**src/rtl/mii_tx_pkg.sv**
```systemverilog
// Shared types and constants for the MII frame transmitter.
package mii_tx_pkg;

  // Transmit FSM states; each state describes the nibble currently on the wire.
  typedef enum logic [2:0] {
    S_IDLE = 3'd0,
    S_PRE  = 3'd1,
    S_DATA = 3'd2,
    S_PAD  = 3'd3,
    S_FCS  = 3'd4,
    S_IFG  = 3'd5,
    S_ERR  = 3'd6
  } tx_state_e;

  localparam logic [3:0]  PREAMBLE_NIB = 4'h5;
  localparam logic [3:0]  SFD_HI_NIB   = 4'hD;
  localparam logic [31:0] CRC_POLY     = 32'hEDB88320;
  localparam logic [31:0] CRC_INIT     = 32'hFFFFFFFF;

  // Width of the shared preamble / FCS / IFG nibble counter.
  localparam int CNT_W  = 8;
  // Width of the saturating payload+pad byte counter.
  localparam int BCNT_W = 11;

endpackage

```
**src/rtl/mii_tx_frame_crc.sv**
```systemverilog
// Combinational reflected CRC-32 step over one nibble (LSB first).
module crc32_nibble
  import mii_tx_pkg::*;
(
  input  logic [31:0] i_crc,
  input  logic [3:0]  i_nib,
  output logic [31:0] o_crc
);

  logic [31:0] w_acc;

  // Four reflected shift/xor steps, one per nibble bit.
  always_comb begin
    w_acc = i_crc ^ {28'd0, i_nib};
    for (int k = 0; k < 4; k++) begin
      if (w_acc[0]) begin
        w_acc = (w_acc >> 1) ^ CRC_POLY;
      end else begin
        w_acc = w_acc >> 1;
      end
    end
  end

  assign o_crc = w_acc;

endmodule

```
**src/rtl/mii_tx_frame.sv**
```systemverilog
// MII (4-bit) Ethernet transmitter: preamble/SFD, payload, zero pad,
// CRC-32 FCS and inter-frame gap, fed from a valid/ready/last byte stream.
// The FSM registers describe the nibble currently on the pins; the pin
// registers are loaded from the decoded next state so they line up.
module mii_tx_frame
  import mii_tx_pkg::*;
#(
  parameter int MIN_LEN = 60,
  parameter int IFG_NIB = 24,
  parameter int PRE_NIB = 15
) (
  input  logic       E_TX_CLK,
  input  logic       RST_N,
  input  logic [7:0] in_data,
  input  logic       in_valid,
  input  logic       in_last,
  output logic       in_ready,
  output logic       E_TX_EN,
  output logic [3:0] E_TXD,
  output logic       E_TX_ER,
  output logic       busy,
  output logic       underrun
);

  localparam logic [CNT_W-1:0]  PRE_CNT   = CNT_W'(PRE_NIB);
  localparam logic [CNT_W-1:0]  IFG_LAST  = CNT_W'(IFG_NIB - 1);
  localparam logic [CNT_W-1:0]  FCS_LAST  = 8'd7;
  localparam logic [BCNT_W:0]   MIN_LEN_W = (BCNT_W + 1)'(MIN_LEN);

  tx_state_e          r_state, w_state_nxt;
  logic [CNT_W-1:0]   r_cnt, w_cnt_nxt;
  logic               r_phase, w_phase_nxt;
  logic [7:0]         r_byte, w_byte_nxt;
  logic               r_last, w_last_nxt;
  logic [BCNT_W-1:0]  r_bytes, w_bytes_nxt, w_bytes_inc;
  logic [31:0]        r_crc, w_crc_nxt, w_crc_upd, w_fcs;
  logic [3:0]         w_cur_nib;

  logic               r_tx_en, r_tx_er, r_underrun;
  logic [3:0]         r_txd;
  logic               w_en_nxt, w_er_nxt, w_ur_nxt;
  logic [3:0]         w_txd_nxt;

  // Nibble currently leaving the block while the CRC is accumulating.
  always_comb begin
    if (r_state == S_DATA) begin
      w_cur_nib = r_phase ? r_byte[7:4] : r_byte[3:0];
    end else begin
      w_cur_nib = 4'h0;
    end
  end

  crc32_nibble u_crc (
    .i_crc (r_crc),
    .i_nib (w_cur_nib),
    .o_crc (w_crc_upd)
  );

  assign w_bytes_inc = (r_bytes == {BCNT_W{1'b1}}) ? r_bytes : r_bytes + 11'd1;

  // State and datapath registers.
  always_ff @(posedge E_TX_CLK or negedge RST_N) begin
    if (!RST_N) begin
      r_state <= S_IDLE;
      r_cnt   <= '0;
      r_phase <= 1'b0;
      r_byte  <= 8'h00;
      r_last  <= 1'b0;
      r_bytes <= '0;
      r_crc   <= CRC_INIT;
    end else begin
      r_state <= w_state_nxt;
      r_cnt   <= w_cnt_nxt;
      r_phase <= w_phase_nxt;
      r_byte  <= w_byte_nxt;
      r_last  <= w_last_nxt;
      r_bytes <= w_bytes_nxt;
      r_crc   <= w_crc_nxt;
    end
  end

  // Next-state logic: frame sequencing, byte acceptance, padding and CRC update.
  always_comb begin
    w_state_nxt = r_state;
    w_cnt_nxt   = r_cnt;
    w_phase_nxt = r_phase;
    w_byte_nxt  = r_byte;
    w_last_nxt  = r_last;
    w_bytes_nxt = r_bytes;
    w_crc_nxt   = r_crc;
    case (r_state)
      S_IDLE: begin
        if (in_valid) begin
          w_state_nxt = S_PRE;
          w_cnt_nxt   = '0;
          w_crc_nxt   = CRC_INIT;
          w_bytes_nxt = '0;
        end else begin
          w_state_nxt = S_IDLE;
        end
      end
      S_PRE: begin
        if (r_cnt != PRE_CNT) begin
          w_cnt_nxt = r_cnt + 8'd1;
        end else if (in_valid) begin
          // SFD cycle: the first payload byte is taken here.
          w_state_nxt = S_DATA;
          w_phase_nxt = 1'b0;
          w_byte_nxt  = in_data;
          w_last_nxt  = in_last;
          w_bytes_nxt = 11'd1;
        end else begin
          w_state_nxt = S_ERR;
        end
      end
      S_DATA: begin
        w_crc_nxt = w_crc_upd;
        if (!r_phase) begin
          w_phase_nxt = 1'b1;
        end else if (!r_last) begin
          if (in_valid) begin
            w_phase_nxt = 1'b0;
            w_byte_nxt  = in_data;
            w_last_nxt  = in_last;
            w_bytes_nxt = w_bytes_inc;
          end else begin
            w_state_nxt = S_ERR;
          end
        end else if ({1'b0, r_bytes} < MIN_LEN_W) begin
          w_state_nxt = S_PAD;
          w_phase_nxt = 1'b0;
        end else begin
          w_state_nxt = S_FCS;
          w_cnt_nxt   = '0;
        end
      end
      S_PAD: begin
        w_crc_nxt = w_crc_upd;
        if (!r_phase) begin
          w_phase_nxt = 1'b1;
        end else begin
          w_phase_nxt = 1'b0;
          w_bytes_nxt = w_bytes_inc;
          if ({1'b0, w_bytes_inc} >= MIN_LEN_W) begin
            w_state_nxt = S_FCS;
            w_cnt_nxt   = '0;
          end else begin
            w_state_nxt = S_PAD;
          end
        end
      end
      S_FCS: begin
        if (r_cnt == FCS_LAST) begin
          w_state_nxt = S_IFG;
          w_cnt_nxt   = '0;
        end else begin
          w_cnt_nxt = r_cnt + 8'd1;
        end
      end
      S_IFG: begin
        if (r_cnt == IFG_LAST) begin
          // Last gap nibble doubles as the idle sample so back-to-back
          // frames keep exactly IFG_NIB idle cycles.
          if (in_valid) begin
            w_state_nxt = S_PRE;
            w_cnt_nxt   = '0;
            w_crc_nxt   = CRC_INIT;
            w_bytes_nxt = '0;
          end else begin
            w_state_nxt = S_IDLE;
          end
        end else begin
          w_cnt_nxt = r_cnt + 8'd1;
        end
      end
      S_ERR: begin
        w_state_nxt = S_IFG;
        w_cnt_nxt   = '0;
      end
      default: begin
        w_state_nxt = S_IDLE;
      end
    endcase
  end

  assign w_fcs = ~w_crc_nxt;

  // Output decode of the nibble that the next state will place on the pins.
  always_comb begin
    w_en_nxt  = 1'b0;
    w_er_nxt  = 1'b0;
    w_ur_nxt  = 1'b0;
    w_txd_nxt = 4'h0;
    case (w_state_nxt)
      S_PRE: begin
        w_en_nxt  = 1'b1;
        w_txd_nxt = (w_cnt_nxt == PRE_CNT) ? SFD_HI_NIB : PREAMBLE_NIB;
      end
      S_DATA: begin
        w_en_nxt  = 1'b1;
        w_txd_nxt = w_phase_nxt ? w_byte_nxt[7:4] : w_byte_nxt[3:0];
      end
      S_PAD: begin
        w_en_nxt = 1'b1;
      end
      S_FCS: begin
        w_en_nxt  = 1'b1;
        w_txd_nxt = w_fcs[{w_cnt_nxt[2:0], 2'b00} +: 4];
      end
      S_ERR: begin
        w_en_nxt = 1'b1;
        w_er_nxt = 1'b1;
        w_ur_nxt = 1'b1;
      end
      default: begin
        w_en_nxt = 1'b0;
      end
    endcase
  end

  // PHY pin and status registers.
  always_ff @(posedge E_TX_CLK or negedge RST_N) begin
    if (!RST_N) begin
      r_tx_en    <= 1'b0;
      r_txd      <= 4'h0;
      r_tx_er    <= 1'b0;
      r_underrun <= 1'b0;
    end else begin
      r_tx_en    <= w_en_nxt;
      r_txd      <= w_txd_nxt;
      r_tx_er    <= w_er_nxt;
      r_underrun <= w_ur_nxt;
    end
  end

  assign E_TX_EN  = r_tx_en;
  assign E_TXD    = r_txd;
  assign E_TX_ER  = r_tx_er;
  assign underrun = r_underrun;
  assign busy     = (r_state != S_IDLE);
  assign in_ready = ((r_state == S_PRE) && (r_cnt == PRE_CNT)) ||
                    ((r_state == S_DATA) && r_phase && !r_last);

endmodule
```
**config.mk**
```make
export PLATFORM = sky130hd
export DESIGN_NAME = mii_tx_frame
export DESIGN_NICKNAME = d
export VERILOG_FILES = /design/src/rtl/mii_tx_pkg.sv /design/src/rtl/mii_tx_frame_crc.sv /design/src/rtl/mii_tx_frame.sv
export SDC_FILE = /design/constraint.sdc
export NUM_CORES = 1
export LEC_CHECK = 0
export CORE_ASPECT_RATIO = 1.75
export CORE_UTILIZATION = 45
export DETAILED_ROUTE_END_ITERATION = 6
export GPL_TIMING_DRIVEN = 0
export PLACE_DENSITY = 0.64
export SYNTH_ARGS = -nofsm -noshare
export SYNTH_HDL_FRONTEND = slang
export SYNTH_SLANG_ARGS = --single-unit
```
**constraint.sdc**
```tcl
create_clock -name E_TX_CLK -period 3.4 [get_ports E_TX_CLK]
set_input_delay 0.34 -clock E_TX_CLK [delete_from_list [all_inputs] [get_ports E_TX_CLK]]
set_output_delay 0.34 -clock E_TX_CLK [all_outputs]
set_load 0.05 [all_outputs]
```
==> impl_metrics.tcl, run 1 <==
set metrics [dict create \
    final_hold_viol_count 0 \
    rows 47 \
    grt.total_usage_pct 25.3 \
    ctsHoldBuffers 0 \
    core-area_um2 9530 \
    leakage_nw 2.13 \
    clkTransAtPathRegs_ns 0.06 \
    slew_headroom_pct 40.8 \
    die_area_um2 10300 \
    ys_types 69 \
    hpwl_um 8870 \
    finalCriticalPeriod_ns 3.33 \
    numCtsBuffers 9 \
    yosys-top-cells-area "dfrtp_1 (21%), dfstp_2 (19%), a21oi_1 (5.4%)" \
    setup_tns_ns 0 \
    die_h_um 134 \
    irDropWorstVdd_uv 234 \
    hold_class "input port to asynchronous set/reset pin" \
    start_util_pct 46.8 \
    area_growth_pct 18.6 \
    power.density_nw_per_um2 344 \
    via_count 3924 \
    ff2ff_path_depth 10 \
    ys_warn_count 0 \
    htreeDepth 3 \
    cts_root_buf "clkbuf_16" \
    synth_edf_count 0 \
    syn-num-nets 495 \
    clock_skew_ns 0.00607 \
    drc_errors 0 \
    cts_tree "done" \
    first_global_vias 3929 \
    finalSetupViolations 0 \
    viasPerCell 6.10 \
    die_w_um 77.3 \
    insertion_delay_ns 0.34 \
    synthArstFlopShare_pct 100 \
    antennaDiodeCount 0 \
    grt_pass1_wl_um 20200 \
    status "finished, final reports clean" \
    grt_max_degree 71 \
    ant_nets 0 \
    syn_area_um2 4460 \
    clockBufferDepth 2 \
    synth_top_cell_area_share_pct 21.3 \
    post-synth-top-area-cell "dfrtp_1" \
    min_period_over_period_pct 98.0 \
    drv_slew 0 \
    crit_type "flop to flop" \
    crit_path_max_fanout 10 \
    netlist_instances 481 \
    fin_ws_ns 0.0694 \
    routedWlPerCell_um 19.4 \
    cp.arrival_ns 3.60 \
    cap_violations 0 \
    final_cells 643 \
    worstSetupEndpointType "flop" \
    drt_iter0_drc 344 \
    worstPathRequired_ns 3.67 \
    cts.sinks 70 \
    post-place-ws_ns -0.187 \
    synth_seq_cells 70 \
    postSynthAreaPerCell_um2 9.27 \
    routed_wl_um 12400 \
    ys_seq_area_share_pct 40.2 \
    tightest_slew_ns 0.888 \
    fin_nets 530 \
    dp.cells 623 \
    synth_top_flop_cell "dfrtp_1" \
    dr.pass1.iters 5 \
    clock.fmax_mhz 300 \
    rsz0062_at_grt "yes" \
    globalplace.congestion 0.976 \
    start_kind "flop" \
    drive_gt1_share_pct 21.7 \
    synth_most_common_cell "a21oi_1" \
    synth_common_cells "a21oi_1 (48), nand2_1 (41), dfrtp_1 (38), dfstp_2 (32), nor2_1 (31)" \
    io_pins 21 \
    antenna_found_initial 0 \
    grt_overflow 0 \
    portBuffers 20 \
]
cells in the final DEF, fill, tap and decap left out, types with 4 or more instances in the layout:
| cell | n |
|---|---|
| clkdlybuf4s50_1 | 19 |
| nand2b_1 | 4 |
| o21ai_1 | 4 |
| mux2_2 | 11 |
| and2_1 | 7 |
| clkbuf_1 | 14 |
| o2bb2ai_1 | 4 |
| inv_1 | 9 |
| a31oi_1 | 6 |
| nand2_1 | 41 |
| nand3_1 | 14 |
| buf_4 | 6 |
| and4b_1 | 4 |
| clkbuf_2 | 5 |
| clkbuf_16 | 9 |
| xor2_1 | 15 |
| nor3_1 | 19 |
| a21oi_1 | 47 |
| mux2i_1 | 11 |
| a211o_1 | 5 |
| and3_1 | 8 |
| o21ai_0 | 26 |
| dfrtp_1 | 36 |
| xnor2_1 | 17 |
| o211ai_1 | 6 |
| dfstp_2 | 32 |
| buf_2 | 7 |
| nor2_1 | 28 |
| nor2b_1 | 7 |
path summary, 6_finish.rpt:
kind	slack, ns	to	from
worst max-delay path	0.07	E_TXD[3]$_DFF_PN0_	r_state[2]$_DFF_PN0_
worst min-delay path	0.09	r_cnt[6]$_DFF_PN0_	RST_N
worst max register to register	0.07	E_TXD[3]$_DFF_PN0_	r_state[2]$_DFF_PN0_
worst min register to register	0.52	r_crc[1]$_DFF_PN1_	r_crc[5]$_DFF_PN1_
max in group asynchronous	2.66	r_bytes[0]$_DFFE_PN0P_	RST_N
min in group E_TX_CLK	0.52	r_crc[1]$_DFF_PN1_	r_crc[5]$_DFF_PN1_
stage by stage:
stage	total power [mW]	instance area [um^2]	util [%]	hold slack, ns
3_3_place_gp	0.889	4810	50.5	0.502
3_5_place_dp	0.889	4810	50.5	0.505
5_1_grt	1.87	5290	55.5	0.180
6_report	1.82	5290	55.5	0.0877
4_1_cts	1.83	5160	54.2	0.159
2_1_floorplan	0.858	4460	-	0.0444
sequential cells by signal (all words and copies together), names as in the netlist:
register,count
underrun,1
r_crc,32
r_bytes,11
r_last,1
E_TXD,4
r_phase,1
r_byte,8
E_TX_EN,1
r_cnt,8
r_state,3
logic make-up (layout without fill, tap and decap cells):
| logic type | after synthesis | after routing | synth area share (%) |
|---|---|---|---|
| xor gates and xnor gates | 40 | 40 | 9.12 |
| AOI/OAI and AO/OA | 141 | 141 | 20.6 |
| muxes | 23 | 23 | 5.75 |
| and+or+nand+nor | 167 | 167 | 20.1 |
| buffers and inverters | 38 | 78 | 3.68 |
| DFF | 70 | 70 | 40.2 |
| adders and majority gates | 2 | 2 | 0.561 |
what timing repair did:
| item | in CTS | in global routing |
|---|---|---|
| pin swaps | 2 | 2 |
| gates cloned | 0 | 0 |
| setup buffers | 3 | 2 |
| resized for setup | 5 | 28 |
| endpoints found under the setup margin | 4 | 9 |
worst max-delay path, cell delays in order (launching register included):
cell and delay, ns:
dfrtp_1 0.35, buf_2 0.18, and2_1 0.21, a222oi_1 0.42, a21boi_4 0.29, o31ai_2 0.14
a211o_1 0.32, or4b_1 0.57, or4b_1 0.50, a21o_1 0.21, nand3_2 0.08
area by class of cell:
class                   count  area, um^2
fillers                   883        4240
well taps                 122         153
inverters                   9        33.8
repair buffers             25         248
plain buffers              28         135
flip-flops and latches     70        1790
clock inverters             4        47.5
clock buffers              12         246
multi-input cells         373        2630
per-layer routing:
metal  share of wire (%)  vias to the layer above  GRT usage [%]
li1                    -                     1829              -
met5                   0                        -              0
met2                  51                      129           43.0
met4                 5.3                        0           16.4
met1                  40                     1911           29.5
met3                 3.7                       55           3.29
power breakdown:
group          internal (mW)  leakage, nW  switching [mW]
Sequential             0.837        0.843         0.00125
Combinational         0.0138         1.15          0.0224
Clock                  0.586        0.143           0.357
Total                   1.44         2.13           0.380
Note: power is estimated with default switching activity, not from simulation.
==> run 2, diff against run 1 <==
--- a/config.mk
+++ b/config.mk
@@ -6,10 +6,11 @@
 export NUM_CORES = 1
 export LEC_CHECK = 0
 export CORE_ASPECT_RATIO = 1.75
-export CORE_UTILIZATION = 45
+export CORE_UTILIZATION = 50
 export DETAILED_ROUTE_END_ITERATION = 6
 export GPL_TIMING_DRIVEN = 0
-export PLACE_DENSITY = 0.64
+export PLACE_DENSITY = 0.7
+export SLEW_MARGIN = 30
 export SYNTH_ARGS = -nofsm -noshare
 export SYNTH_HDL_FRONTEND = slang
 export SYNTH_SLANG_ARGS = --single-unit
==> run 2 against run 1 <==
Compared with the run above:
- core utilization increased by 5.4 points
- total power shrank 2.3%
- count of clock-buffer cells in the layout unchanged
- sequential share of layout area is essentially flat
- die area fell by 9.8%
- hold slack improved by 0.41 ns
- combinational power rose by 9.7%
- first-iteration DRC count increased by 14%
- non-clock buffer count is 2 higher
- register-to-register slack lost 0.02 ns
- routed wire length down 0.51%
- flip-flop and latch count unchanged
- largest power group unchanged
==> impl_metrics.tcl, run 2 (synthesis gave the netlist of run 1 again) <==
set metrics [dict create \
    fin_ws_ns 0.0489 \
    r2r_slack_ns 0.05 \
    ant_nets 0 \
    htreeDepth 3 \
    hpwl_um 9010 \
    r2r-start "r_state[2]$_DFF_PN0_" \
    largest_register "r_crc" \
    drv_slew 0 \
    min_period_over_period_pct 98.6 \
    io_pins 21 \
    area_growth_pct 18.5 \
    cts_tree "done" \
    final_util_pct 61.0 \
    worstPathRequired_ns 3.67 \
    dr.pass1.iters 5 \
    top_regs "r_crc x32, r_bytes x11" \
    power.density_nw_per_um2 336 \
    slew_headroom_pct 42.0 \
    rows 45 \
    r2r-end "E_TXD[3]$_DFF_PN0_" \
    clkTransAtPathRegs_ns 0.06 \
    crit_type "flop to flop" \
    antenna_found_initial 0 \
    layout_common_cells "a21oi_1 (47), nand2_1 (41), dfrtp_1 (36)" \
    status "finished, final reports clean" \
    insertion_delay_ns 0.34 \
    cp.arrival_ns 3.62 \
    worstSetupEndpointType "flop" \
    fin_area_um2 5290 \
    cts.sinks 70 \
    cts_root_buf "clkbuf_16" \
    grt_max_degree 37 \
    grt_overflow 0 \
    numCtsBuffers 9 \
    clockBufferDepth 2 \
    hold_class "input port to asynchronous set/reset pin" \
    leakage_nw 2.15 \
    routed_wl_um 12400 \
    drc_errors 0 \
    fin_nets 532 \
    post-place-ws_ns -0.166 \
    p_total_mw 1.78 \
    die_area_um2 9320 \
    die_w_um 73.4 \
    start_kind "flop" \
    tightest_slew_ns 0.864 \
    first_global_vias 3957 \
    drive_gt1_share_pct 21.0 \
    via_count 4027 \
    clock.fmax_mhz 298 \
    largest_reg_flops 32 \
    place_area_um2 4830 \
    globalplace.congestion 0.997 \
    drt_iter0_drc 391 \
    core-area_um2 8670 \
    ff2ff_path_depth 10 \
    die_h_um 127 \
    finalSetupViolations 0 \
    grt_pass1_wl_um 19600 \
    final_hold_viol_count 0 \
    routedWlPerCell_um 19.3 \
    final_common_cell "a21oi_1" \
    grt.total_usage_pct 28.0 \
    portBuffers 20 \
    clock_skew_ns 0.00880 \
    finalCriticalPeriod_ns 3.35 \
    antennaDiodeCount 0 \
    crit_path_max_fanout 10 \
    start_util_pct 51.4 \
    viasPerCell 6.29 \
    irDropWorstVdd_uv 266 \
    cap_violations 0 \
]
==> run 2: final cells by class <==
cell class	count	area [um^2]
inverters	9	33.8
flip-flops and latches	70	1790
clock inverters	4	30.0
plain buffers	28	130
multi-input cells	373	2620
repair buffers	27	278
clock buffers	12	256
well taps	117	146
fillers	781	3380
==> run 2: worst max-delay path, stage by stage, from the launching register on <==
cell	delay, ns
dfrtp_1	0.35
buf_2	0.18
and2_1	0.21
a222oi_1	0.42
a21boi_4	0.32
o31ai_4	0.11
a211o_1	0.31
or4b_1	0.58
or4b_1	0.50
a21o_1	0.22
nand3_2	0.09
==> run 2: how the worst max path moves through the flow <==
stage	startpoint	to	slack, ns	depth (start not counted)
final	r_state[2]$_DFF_PN0_	E_TXD[3]$_DFF_PN0_	0.05	10
after global routing	r_state[2]$_DFF_PN0_	E_TXD[3]$_DFF_PN0_	-0.007	10
after CTS	r_bytes[1]$_DFFE_PN0P_	E_TXD[3]$_DFF_PN0_	-0.03	10
after detailed placement	r_bytes[1]$_DFFE_PN0P_	E_TXD[3]$_DFF_PN0_	-0.17	10
after global placement	RST_N	E_TXD[1]$_DFF_PN0_	-0.32	1
after floorplan	r_bytes[0]$_DFFE_PN0P_	E_TXD[3]$_DFF_PN0_	0.38	10
==> run 2: per-layer routing <==
| metal | up-vias | track usage (%) | wire length [um] |
|---|---|---|---|
| met4 | 0 | 15.4 | 597 |
| met1 | 1959 | 30.9 | 4640 |
| met2 | 183 | 48.7 | 6500 |
| li1 | 1831 | - | - |
| met5 | - | 0 | 0 |
| met3 | 54 | 6.20 | 647 |
==> run 2: what timing repair did <==
| action | 4_1_cts | 5_1_grt |
|---|---|---|
| setup endpoints to repair | 4 | 4 |
| buffers inserted | 3 | 2 |
| pin swaps | 2 | 1 |
| hold buffers | 1 | 0 |
| endpoints found under the hold margin | 18 | 0 |
| gates resized for setup | 3 | 20 |
| gates cloned | 0 | 0 |
==> run 2: power by group <==
part / leakage [nW] / switching [mW] / total [mW] / internal (mW)
logic: 1.17 / 0.0227 / 0.0397 / 0.0170
registers: 0.843 / 0.00139 / 0.839 / 0.837
clock network: 0.139 / 0.361 / 0.897 / 0.536
total: 2.15 / 0.385 / 1.78 / 1.39
==> run 2: per-stage QoR <==
step / setup TNS [ns] / std cells / hold WS [ns]
after floorplan: 0 / 481 / 0.0444
after global placement: -12.35 / 618 / 0.505
after detailed placement: -0.432 / 619 / 0.318
after CTS: -0.0445 / 638 / 0.506
after global routing: -0.00744 / 640 / 0.527
final: 0 / 640 / 0.493
==> RTL change: new RTL, flow settings as in run 2 <==
Reset style: synchronous (`RST_N`), changed in 2 clocked blocks.
--- a/src/rtl/mii_tx_frame.sv
+++ b/src/rtl/mii_tx_frame.sv
@@ -60,5 +60,5 @@
 
   // State and datapath registers.
-  always_ff @(posedge E_TX_CLK or negedge RST_N) begin
+  always_ff @(posedge E_TX_CLK) begin
     if (!RST_N) begin
       r_state <= S_IDLE;
@@ -220,5 +220,5 @@
 
   // PHY pin and status registers.
-  always_ff @(posedge E_TX_CLK or negedge RST_N) begin
+  always_ff @(posedge E_TX_CLK) begin
     if (!RST_N) begin
       r_tx_en    <= 1'b0;
Function: differs if RST_N is asserted again (counterexample within 4 cycles, from zero or initial values and one cycle with RST_N low); with RST_N held inactive, the same outputs for 10 cycles.
==> RTL change against run 2 <==
Critical path type unchanged. Area after synthesis is 3.3% higher. Non-clock buffer count is 2 higher. Final area is 0.69% higher. Final cell count is 9.5% higher. Wire length is 19% higher. Critical path depth is 1 lower. Worst setup slack worse by 0.020 ns. Sequential cell count stayed put.
Power is not compared: it rests on default switching activity, and its combinational part moved more than twofold at a synthesized area within 25%.
==> RTL change: results <==
export IMPL_cts_buffers=9
export IMPL_num_nonclk_inverters=8
export IMPL_dr_pass1_iters=5
export IMPL_synth_area_leader_cell="dfxtp_1"
export IMPL_dp_cells=686
export IMPL_design_seq_count=70
export IMPL_fill_cells=839
export IMPL_hold_buffers=0
export IMPL_cp_data_arrival_time_ns=3.57
export IMPL_fin_skew_ns=0.00715
export IMPL_worstMarginPinSlew_ns=0.984
export IMPL_synth_xor_area_share_pct=9.86
export IMPL_hold_path_class="flop to flop"
export IMPL_reg2reg_depth=9
export IMPL_grt_max_degree=13
export IMPL_n_clock_buffer=10
export IMPL_clk_share_pct=6.35
export IMPL_ys_seq_area_share_pct=30.4
export IMPL_vias=4528
export IMPL_netlist_top_cells_count="dfxtp_1 (70), nand2_1 (66), nor2_1 (47)"
export IMPL_status="finished, final reports clean"
export IMPL_placedInstanceArea_sq_um=4960
export IMPL_die_w_um=74.6
export IMPL_sh_seq_area_pct=26.3
export IMPL_finalCriticalPeriod_ns=3.37
export IMPL_synth_fp_nets=560
export IMPL_buffers=57
export IMPL_dp_hpwl_mm=10.8
export IMPL_synth_mux_area_share_pct=3.29
export IMPL_hold_depth=2
export IMPL_multi_input_area_sq_um=3000
export IMPL_startpoint="r_state[2]"
export IMPL_finalWeightedCongestion=0.963
export IMPL_synthTopCellsByArea="dfxtp_1 (30%), nand2_1 (5.4%), nor2_1 (3.8%)"
export IMPL_ctsResizeCount=0
export IMPL_holdWs_ns=0.472
export IMPL_place_ws_ns=0.0770
export IMPL_nMultiInputCombCells=430
export IMPL_wl_per_cell_um=21.1
export IMPL_r2r_slack_ns=0.03
export IMPL_syn_inst=546
export IMPL_ys_types=92
export IMPL_cts_max_level=3
export IMPL_postSynth_asyncResetShare_pct=0
export IMPL_path_max_fanout=8
export IMPL_layout_cells_non_filler=701
export IMPL_grt_pass1_wl_mm=22.6
export IMPL_synth_compound_area_share_pct=26.0
export IMPL_nets=590
export IMPL_cp_endpoint="E_TXD[0]"
export IMPL_p_leak_uw=0.00200
export IMPL_drive_gt1_share_pct=12.7
export IMPL_synth_fa_ha_area_share_pct=0.543
export IMPL_synthToLayoutAreaGrowth_pct=15.5
export IMPL_grt_pass1_vias=4164
export IMPL_dr_first_iter_drc_count=414
export IMPL_post_cts_buffers=0
export IMPL_grt_usage_pct=32.0
export IMPL_nonClkBufAreaFrac_pct=7.50
==> RTL change: critical path: stages, from the launching register on <==
cell	delay, ns
dfxtp_1	0.42
nor4b_4	0.53
a22oi_1	0.32
xnor2_2	0.55
xnor3_2	0.40
xnor2_1	0.35
a221oi_2	0.11
and2_1	0.23
a31o_1	0.19
o2bb2ai_1	0.13
==> RTL change: cell families (layout without fill, tap and decap cells) <==
family          Yosys count  count (layout)
compound gates          163             163
xor+xnor                 36              36
fa+ha+maj                 2               2
buf+inv                  46              81
flops                    70              70
mux                      15              15
simple gates            214             214
==> RTL change: per-layer routing <==
layer / part of all wire (%) / GRT usage [%]
met1: 37 / 34.6
met2: 50 / 54.7
met3: 5.7 / 6.26
met4: 7.0 / 21.2
met5: 0 / 0
